<file path="src/rtl/debounce_pkg.sv">
// Shared constants, width helper and per-channel output bundle for multi_debouncer.
package debounce_pkg;

    localparam int DEF_TICK_COUNT  = 5000000;
    localparam int DEF_LONG_TICKS  = 50000000;
    localparam int DEF_SYNC_STAGES = 2;

    typedef struct packed {
        logic level;
        logic press;
        logic rel;
        logic held;
    } chan_out_t;

    function automatic int cnt_width(int n);
        return (n <= 1) ? 1 : $clog2(n);
    endfunction

endpackage

</file>
<file path="src/rtl/debounce_channel.sv">
// One debounce channel: synchroniser, stability counter, level and pulse registers.
// Optional hold counter for long_press when MULTI_DEBOUNCER_LONG_PRESS_EN is defined.
module debounce_channel
    import debounce_pkg::*;
#(
    parameter int TICK_COUNT  = DEF_TICK_COUNT,
    parameter int SYNC_STAGES = DEF_SYNC_STAGES,
    parameter int LONG_TICKS  = DEF_LONG_TICKS
) (
    input  logic      clk_100Mhz,
    input  logic      reset_n,
    input  logic      btn_raw,
    output chan_out_t chan_out
);

    localparam int              CW      = cnt_width(TICK_COUNT);
    localparam logic [CW-1:0]   CNT_MAX = CW'(TICK_COUNT - 1);

    logic [SYNC_STAGES-1:0] sync_reg;
    logic [CW-1:0]          cnt_reg;
    logic                   level_reg;
    logic                   press_reg;
    logic                   release_reg;
    logic                   long_pulse;
    logic                   sync;

    assign sync = sync_reg[SYNC_STAGES-1];

    always_ff @(posedge clk_100Mhz or negedge reset_n) begin
        if (!reset_n) begin
            sync_reg <= '0;
        end else begin
            sync_reg <= {sync_reg[SYNC_STAGES-2:0], btn_raw};
        end
    end

    // Any cycle where sync agrees with the held level restarts the stability count.
    always_ff @(posedge clk_100Mhz or negedge reset_n) begin
        if (!reset_n) begin
            cnt_reg     <= '0;
            level_reg   <= 1'b0;
            press_reg   <= 1'b0;
            release_reg <= 1'b0;
        end else begin
            press_reg   <= 1'b0;
            release_reg <= 1'b0;
            if (sync == level_reg) begin
                cnt_reg <= '0;
            end else if (cnt_reg == CNT_MAX) begin
                cnt_reg     <= '0;
                level_reg   <= sync;
                press_reg   <= sync;
                release_reg <= ~sync;
            end else begin
                cnt_reg <= cnt_reg + 1'b1;
            end
        end
    end

`ifdef MULTI_DEBOUNCER_LONG_PRESS_EN
    localparam int            HW       = cnt_width(LONG_TICKS + 1);
    localparam logic [HW-1:0] HOLD_MAX = HW'(LONG_TICKS);

    logic [HW-1:0] hcnt_reg;
    logic          long_reg;

    // Saturating at HOLD_MAX guarantees a single pulse per press.
    always_ff @(posedge clk_100Mhz or negedge reset_n) begin
        if (!reset_n) begin
            hcnt_reg <= '0;
            long_reg <= 1'b0;
        end else if (!level_reg) begin
            hcnt_reg <= '0;
            long_reg <= 1'b0;
        end else if (hcnt_reg != HOLD_MAX) begin
            hcnt_reg <= hcnt_reg + 1'b1;
            long_reg <= (hcnt_reg == HOLD_MAX - 1'b1);
        end else begin
            long_reg <= 1'b0;
        end
    end

    assign long_pulse = long_reg;
`else
    // LONG_TICKS stays in the parameter list but has no effect in this build.
    assign long_pulse = 1'b0 && (LONG_TICKS > 0);
`endif

    assign chan_out.level = level_reg;
    assign chan_out.press = press_reg;
    assign chan_out.rel   = release_reg;
    assign chan_out.held  = long_pulse;

endmodule

</file>
<file path="src/rtl/multi_debouncer.sv">
// Multi-channel button debouncer: CHANNELS independent debounce_channel instances.
// Long-press pulses are built only when MULTI_DEBOUNCER_LONG_PRESS_EN is defined.
module multi_debouncer
    import debounce_pkg::*;
#(
    parameter int CHANNELS    = 4,
    parameter int TICK_COUNT  = DEF_TICK_COUNT,
    parameter int SYNC_STAGES = DEF_SYNC_STAGES,
    parameter int LONG_TICKS  = DEF_LONG_TICKS
) (
    input  logic                clk_100Mhz,
    input  logic                reset_n,
    input  logic [CHANNELS-1:0] btn_in,
    output logic [CHANNELS-1:0] btn_level,
    output logic [CHANNELS-1:0] btn_press,
    output logic [CHANNELS-1:0] btn_release,
    output logic [CHANNELS-1:0] long_press
);

    chan_out_t chan_out [CHANNELS];

    generate
        for (genvar gi = 0; gi < CHANNELS; gi++) begin : g_chan
            debounce_channel #(
                .TICK_COUNT  (TICK_COUNT),
                .SYNC_STAGES (SYNC_STAGES),
                .LONG_TICKS  (LONG_TICKS)
            ) u_chan (
                .clk_100Mhz (clk_100Mhz),
                .reset_n    (reset_n),
                .btn_raw    (btn_in[gi]),
                .chan_out   (chan_out[gi])
            );

            assign btn_level[gi]   = chan_out[gi].level;
            assign btn_press[gi]   = chan_out[gi].press;
            assign btn_release[gi] = chan_out[gi].rel;
            assign long_press[gi]  = chan_out[gi].held;
        end
    endgenerate

endmodule

</file>
<file path="config.mk">
export PLATFORM = sky130hd
export DESIGN_NAME = multi_debouncer
export DESIGN_NICKNAME = d
export VERILOG_FILES = /design/src/rtl/debounce_pkg.sv /design/src/rtl/debounce_channel.sv /design/src/rtl/multi_debouncer.sv
export SDC_FILE = /design/constraint.sdc
export NUM_CORES = 1
export LEC_CHECK = 0
export ABC_AREA = 1
export CORE_MARGIN = 10
export CORE_UTILIZATION = 45
export CTS_CLUSTER_DIAMETER = 150
export DETAILED_ROUTE_END_ITERATION = 12
export GPL_ROUTABILITY_DRIVEN = 0
export GPL_TIMING_DRIVEN = 0
export SETUP_SLACK_MARGIN = 0.05
export SLEW_MARGIN = 20
export SYNTH_ARGS = -nofsm -noshare
export SYNTH_HDL_FRONTEND = slang
export SYNTH_SLANG_ARGS = --single-unit
</file>
<file path="constraint.sdc">
create_clock -name clk_100Mhz -period 3 [get_ports clk_100Mhz]
set_input_delay 0.9 -clock clk_100Mhz [delete_from_list [all_inputs] [get_ports clk_100Mhz]]
set_output_delay 0.9 -clock clk_100Mhz [all_outputs]
set_load 0.02 [all_outputs]
</file>
Word-level counts from Yosys, hierarchy flattened
Index checks and enable logic that the tools add are counted.
{ "totals": {"ff_bits": 112, "wordCells": 68} }
{ "classes": {"add_sub_neg": 4, "eq_ne": 8, "n_mux": 24, "bitwise_logic": 8, "n_reduce_logical": 4} }
{ "op_table": {"columns": ["cell", "count"], "rows": [
  ["two-way mux 23 bit", 8],
  ["adder 23 x 1 -> 23 bit (second input constant)", 4],
  ["== test 23 bit (second input constant)", 4],
  ["two-way mux 1 bit", 16],
  ["NOT 1 bit", 8],
  ["AND reduction 2 bit", 4],
  ["== test 1 bit", 4]
]} }

Longest topological paths before layout
Gate-level depths: netlist of run 1.
{ "logic_depth": {"depth_word": 3, "mapped_depth": 9} }

Hierarchy
A second synthesis of run 1 with hierarchy kept.
{ "hier_totals": {"hier_cells": 844, "area_unflattened_um2": 6591.3} }
{ "modules_own_cells": {"columns": ["mod", "n_inst", "cells_per_inst", "area_each_um2"], "rows": [
  ["debounce_channel", 4, 211, 1647.8]
]} }

Least setup slack after synthesis of run 1
No wires, ideal clock.
{ "synth_timing": {"kind": "reg-to-output", "start": "reg g_chan[1].u_chan.level_reg", "end": "out btn_level[1]", "arrival_ps": 559, "required_ps": 2100, "path_slack_ps": 1541, "stages_incl_launch_ff": 2, "path_cell_list": "dfrtp_1 buf_4"} }
{ "synth_lines": {"columns": ["item", "line", "rtl"], "rows": [
  ["from (decl)", "debounce_channel.sv:21", "logic level_reg;"],
  ["from (signal assigned)", "debounce_channel.sv:51", "level_reg <= sync;"],
  ["to (decl)", "multi_debouncer.sv:14", "output logic [CHANNELS-1:0] btn_level,"]
]} }
No word-level cell between the ends.

Worst setup path in the final report of run 1
{ "layout_timing": {"start": "reg g_chan[1].u_chan.level_reg", "end": "out btn_level[1]"} }
No word-level cell between the ends.

==> results of run 1 <==
## routing by layer
metal / up-vias / share of wire [%]
li1: 2719 / -
met1: 2326 / 49
met2: 66 / 45
met5: - / 0
met3: 7 / 4.6
met4: 0 / 0.83
## final timing paths
| path | start | to | depth (start not counted) |
|---|---|---|---|
| worst max-delay path | g_chan[1].u_chan.level_reg$_DFFE_PN0P_ | btn_level[1] | 2 |
| worst min-delay path | g_chan[2].u_chan.sync_reg[0]$_DFF_PN0_ | g_chan[2].u_chan.sync_reg[1]$_DFF_PN0_ | 0 |
| worst max register to register | g_chan[0].u_chan.cnt_reg[0]$_DFF_PN0_ | g_chan[0].u_chan.cnt_reg[0]$_DFF_PN0_ | 8 |
| worst min register to register | g_chan[2].u_chan.sync_reg[0]$_DFF_PN0_ | g_chan[2].u_chan.sync_reg[1]$_DFF_PN0_ | 0 |
| max in group asynchronous | reset_n | g_chan[2].u_chan.cnt_reg[18]$_DFF_PN0_ | 2 |
| min in group asynchronous | reset_n | g_chan[0].u_chan.cnt_reg[14]$_DFF_PN0_ | 1 |
## logic make-up (layout without fill, tap and decap cells)
group / after synthesis / in the layout / synth area share (%)
simple gates: 559 / 559 / 40.9
other cells: 1 / 4 / 0.0572
flops: 112 / 112 / 42.7
xor+xnor: 44 / 44 / 5.88
buf+inv: 115 / 149 / 7.54
fa+ha+maj: 4 / 4 / 0.763
compound gates: 26 / 26 / 2.18
## cells in the final DEF, fill, tap and decap left out, types with 8 or more instances in the layout
master,Yosys,layout
sky130_fd_sc_hd__nand4_1,18,18
sky130_fd_sc_hd__nand3_1,70,70
sky130_fd_sc_hd__buf_4,16,16
sky130_fd_sc_hd__nor2_1,200,200
sky130_fd_sc_hd__inv_2,10,10
sky130_fd_sc_hd__clkdlybuf4s50_1,0,16
sky130_fd_sc_hd__dfrtp_1,112,112
sky130_fd_sc_hd__inv_1,85,85
sky130_fd_sc_hd__nand2_2,18,18
sky130_fd_sc_hd__xnor2_1,13,13
sky130_fd_sc_hd__clkbuf_16,0,9
sky130_fd_sc_hd__a21oi_1,15,15
sky130_fd_sc_hd__xor2_1,31,31
sky130_fd_sc_hd__nor2_4,20,20
sky130_fd_sc_hd__nor2_2,29,29
sky130_fd_sc_hd__nand2_1,170,170
sky130_fd_sc_hd__nor3_2,8,8
## cell usage after synthesis, drive strengths merged (6+ instances only)
library cell,count,share of area [%]
a21oi,15,1.1
and2,7,0.67
buf,18,2.0
dfrtp,112,43
inv,95,5.4
nand2,195,13
nand3,74,6.2
nand4,18,1.7
nor2,249,18
nor3,12,1.5
o21ai,6,0.46
xnor2,13,1.7
xor2,31,4.1
## final cells by class
cell class / instances / area share (%)
flip-flops and latches: 112 / 38.4
well taps: 184 / 3.15
clock inverters: 6 / 1.10
clock buffers: 10 / 3.13
plain buffers: 20 / 1.88
inverters: 95 / 4.88
repair buffers: 18 / 2.72
multi-input cells: 637 / 44.8
## power by group
group          total, mW  internal, mW  switching, mW
Clock               1.26         0.664          0.595
Sequential          1.54          1.53         0.0159
Combinational      0.113        0.0330         0.0797
## worst reg2reg max path, cell delays in order (launching register included)
cell                      delay (ns)
sky130_fd_sc_hd__dfrtp_1        0.48
sky130_fd_sc_hd__ha_1           0.21
sky130_fd_sc_hd__nand2_1        0.10
sky130_fd_sc_hd__nor2_4         0.20
sky130_fd_sc_hd__nand2_2        0.14
sky130_fd_sc_hd__nor2_4         0.12
sky130_fd_sc_hd__nand3_4        0.12
sky130_fd_sc_hd__nand2_4        0.16
sky130_fd_sc_hd__nor2_1         0.06
## metrics by stage
stage,cells,instance area [sq um],setup WS [ns],hold WS [ns],setup TNS [ns]
final,1082,7310,0.591,0.353,0
after global placement,1065,6970,-3.51,0.334,-392.14
after global routing,1082,7310,0.516,0.373,0
after floorplan,864,6570,1.54,0.331,0
after CTS,1082,7310,0.568,0.355,0
after detailed placement,1066,7000,0.970,0.338,0
==> results_tabular.tex, run 1 <==
\begin{tabular}{lr}
\hline
Metric & Value \\
\hline
\multicolumn{2}{l}{\textbf{Timing}} \\
\quad Fmax & just over 0.4 GHz \\
\quad Max-slew headroom at the worst pin & a little over three fifths \\
\quad Setup repair after global routing missed its margin & false \\
\quad Max Clock Skew & around 0.0081 ns \\
\quad Minimum clock period & roughly 2.4 ns \\
\quad Total count of max-transition violations in the final report & 0 \\
\quad Portion of the clock cycle consumed by the worst path in the final layout & approximately four fifths \\
\quad Final Hold Vio Count & 0 \\
\quad Slew at the pin closest to its max-slew limit & $\sim$0.55 ns \\
\quad Setup violation total in the final timing report & 0 \\
\multicolumn{2}{l}{\textbf{Pwr}} \\
\quad Pwr Density & 399 nW/um\^{}2 \\
\quad Power Total & 2.91 mW \\
\quad Static Leak & $\sim$3 nW \\
\quad Peak supply drop & approximately 360 uV \\
\multicolumn{2}{l}{\textbf{Clock tree}} \\
\quad Max Buffers Root-to-Sink & 2 \\
\quad Clock tree from TritonCTS & done \\
\quad Clock edge transition at the registers on the reported setup and hold paths & 0.07 ns \\
\quad Latest clock arrival within the worst-skew pair & approximately 0.36 ns \\
\quad Quantity of hold-fixing buffers added after cts & 0 \\
\quad Number of buffers inserted to repair setup after CTS & 0 \\
\quad Total number of clock tree sinks & roughly 110 \\
\quad Count of H-tree levels built during CTS & 3 \\
\quad Clock tree root buffer cell & sky130\_fd\_sc\_hd\_\_clkbuf\_16 \\
\quad Total CTS buffers & 9 \\
\quad Number of gates resized after cts & 0 \\
\multicolumn{2}{l}{\textbf{Critical path}} \\
\quad Critical Path End Type & primary output \\
\quad Critical-path maximum fanout & 5 \\
\quad Worst Path Required & roughly 2.1 ns \\
\quad Largest stage delay, worst path & between 0.5 and 0.6 ns \\
\quad Delay-heaviest family, CP & buffers and inverters \\
\quad Cell breakdown of the critical path & buf\_4 -> clkdlybuf4s50\_1 \\
\quad Signal arrival time at the worst endpoint & 1.51 ns \\
\quad Slack of the worst reg-to-reg path & 1.29 ns \\
\quad Type of the setup path with the least slack & register to primary output \\
\quad Number of buffer and inverter instances along the worst setup path & 2 \\
\quad Crit path max-delay cell type & sky130\_fd\_sc\_hd\_\_clkdlybuf4s50\_1 \\
\quad CP Launch Type & register \\
\multicolumn{2}{l}{\textbf{Global route}} \\
\quad Met3 Resource Use GR & under 10\% \\
\quad Number of antenna violations at the first check in global routing & 0 \\
\quad Total global-route track usage & about 14\% \\
\quad First-pass GRT wire length & 24,000 um \\
\quad Number of global-route vias before repair & slightly above 5,000 \\
\quad Global route hottest layer & met2 \\
\quad Grt met1 use & a little under a fifth \\
\quad Gr ovfl total & 0 \\
\quad Largest net degree at the start of global routing & 66 \\
\quad Met2 usage & around 23\% \\
\multicolumn{2}{l}{\textbf{Final layout}} \\
\quad Multi-input logic area & 3270 sq um \\
\quad Share of layout cells above drive strength 1 & between 10\% and 20\% \\
\quad Fill cell total of the finished layout & around 1,500 \\
\quad Antenna diode count & 0 \\
\quad Finished Core Util & 50.7\% \\
\quad Net count, final & roughly 900 \\
\quad Area taken by flip-flops and latches & between 2000 and 3000 sq um \\
\quad Area growth syn-to-layout & 11.4\% \\
\quad Number of flip-flops in the largest register & 92 \\
\multicolumn{2}{l}{\textbf{Synthesis}} \\
\quad Synth async-reset ratio & 100\% \\
\quad Number of enable flip-flop cells after synthesis & 0 \\
\quad Total of flip-flops plus latches after synthesis & 112 \\
\quad Syn Std Cell Area & 6560 sq um \\
\quad Total of warnings raised by yosys & 0 \\
\quad Number of cells produced by synthesis & roughly 860 \\
\quad Post-synthesis sequential area ratio & a little over two fifths \\
\quad Flip-flop cell with the highest count after synthesis & sky130\_fd\_sc\_hd\_\_dfrtp\_1 \\
\quad Synthesized area per cell & approximately 7.6 sq um \\
\quad Unique cell type count in the Yosys netlist & 28 \\
\multicolumn{2}{l}{\textbf{Placed design}} \\
\quad Detailed Place HPWL & approximately 10,000 um \\
\quad Buffers on Ports & 17 \\
\multicolumn{2}{l}{\textbf{Outcome}} \\
\quad Status & finished clean \\
\multicolumn{2}{l}{\textbf{Drt}} \\
\quad Average vias per placed instance & approximately 4.7 \\
\quad Total Wirelength & roughly 14,000 um \\
\quad TritonRoute pass-1 iters & 4 \\
\quad DRC violation count after routing & 0 \\
\quad Average wire per cell in the routed design & roughly 13 um \\
\quad Antenna Violating Nets Remaining & 0 \\
\quad Iteration-0 DRC Markers & approximately 280 \\
\quad Total number of vias & between 5,000 and 6,000 \\
\multicolumn{2}{l}{\textbf{Die}} \\
\quad Die extent in x & roughly 140 um \\
\quad Initial Utilization & between 40\% and 50\% \\
\quad Placement row count & 44 \\
\quad Area inside the core boundary & approximately 14,000 sq um \\
\quad Chip height & around 140 um \\
\quad Area enclosed by the die boundary & between 15,000 and 20,000 sq um \\
\quad Number of top-level pins & 22 \\
\multicolumn{2}{l}{\textbf{Worst hold path}} \\
\quad Min-Delay Path Class & register to register \\
\multicolumn{2}{l}{\textbf{Flow run}} \\
\quad Max cap viols & 0 \\
\hline
\end{tabular}
(Power assumes the default switching activity.)
==> run 2, diff against run 1 <==
- clock period: 3 -> 2.4 ns (I/O delays scaled with it)
==> results of run 2 <==
Same layout as run 1 (identical final DEF). Status: finished clean.
Main changes from that run: setup slack after placement 0.970 ns -> 0.550 ns; clock-pin slew on the worst setup and hold paths 0.07 ns -> 0.08 ns; setup slack after layout 0.591 ns -> 0.171 ns; hold slack 0.353 ns -> 0.287 ns; register-to-register setup slack 1.29 ns -> 0.69 ns; total power 2.91 mW -> 3.64 mW; worst IR drop on VDD 359 uV -> 448 uV
==> run 3, diff against run 2 <==
- CAP_MARGIN: not set -> 10
==> results of run 3 <==
Same layout as run 1 (identical final DEF). Status: finished clean.
Main changes from that run: setup slack after placement 0.970 ns -> 0.550 ns; clock-pin slew on the worst setup and hold paths 0.07 ns -> 0.08 ns; setup slack after layout 0.591 ns -> 0.171 ns; hold slack 0.353 ns -> 0.287 ns; register-to-register setup slack 1.29 ns -> 0.69 ns; total power 2.91 mW -> 3.64 mW; worst IR drop on VDD 359 uV -> 448 uV
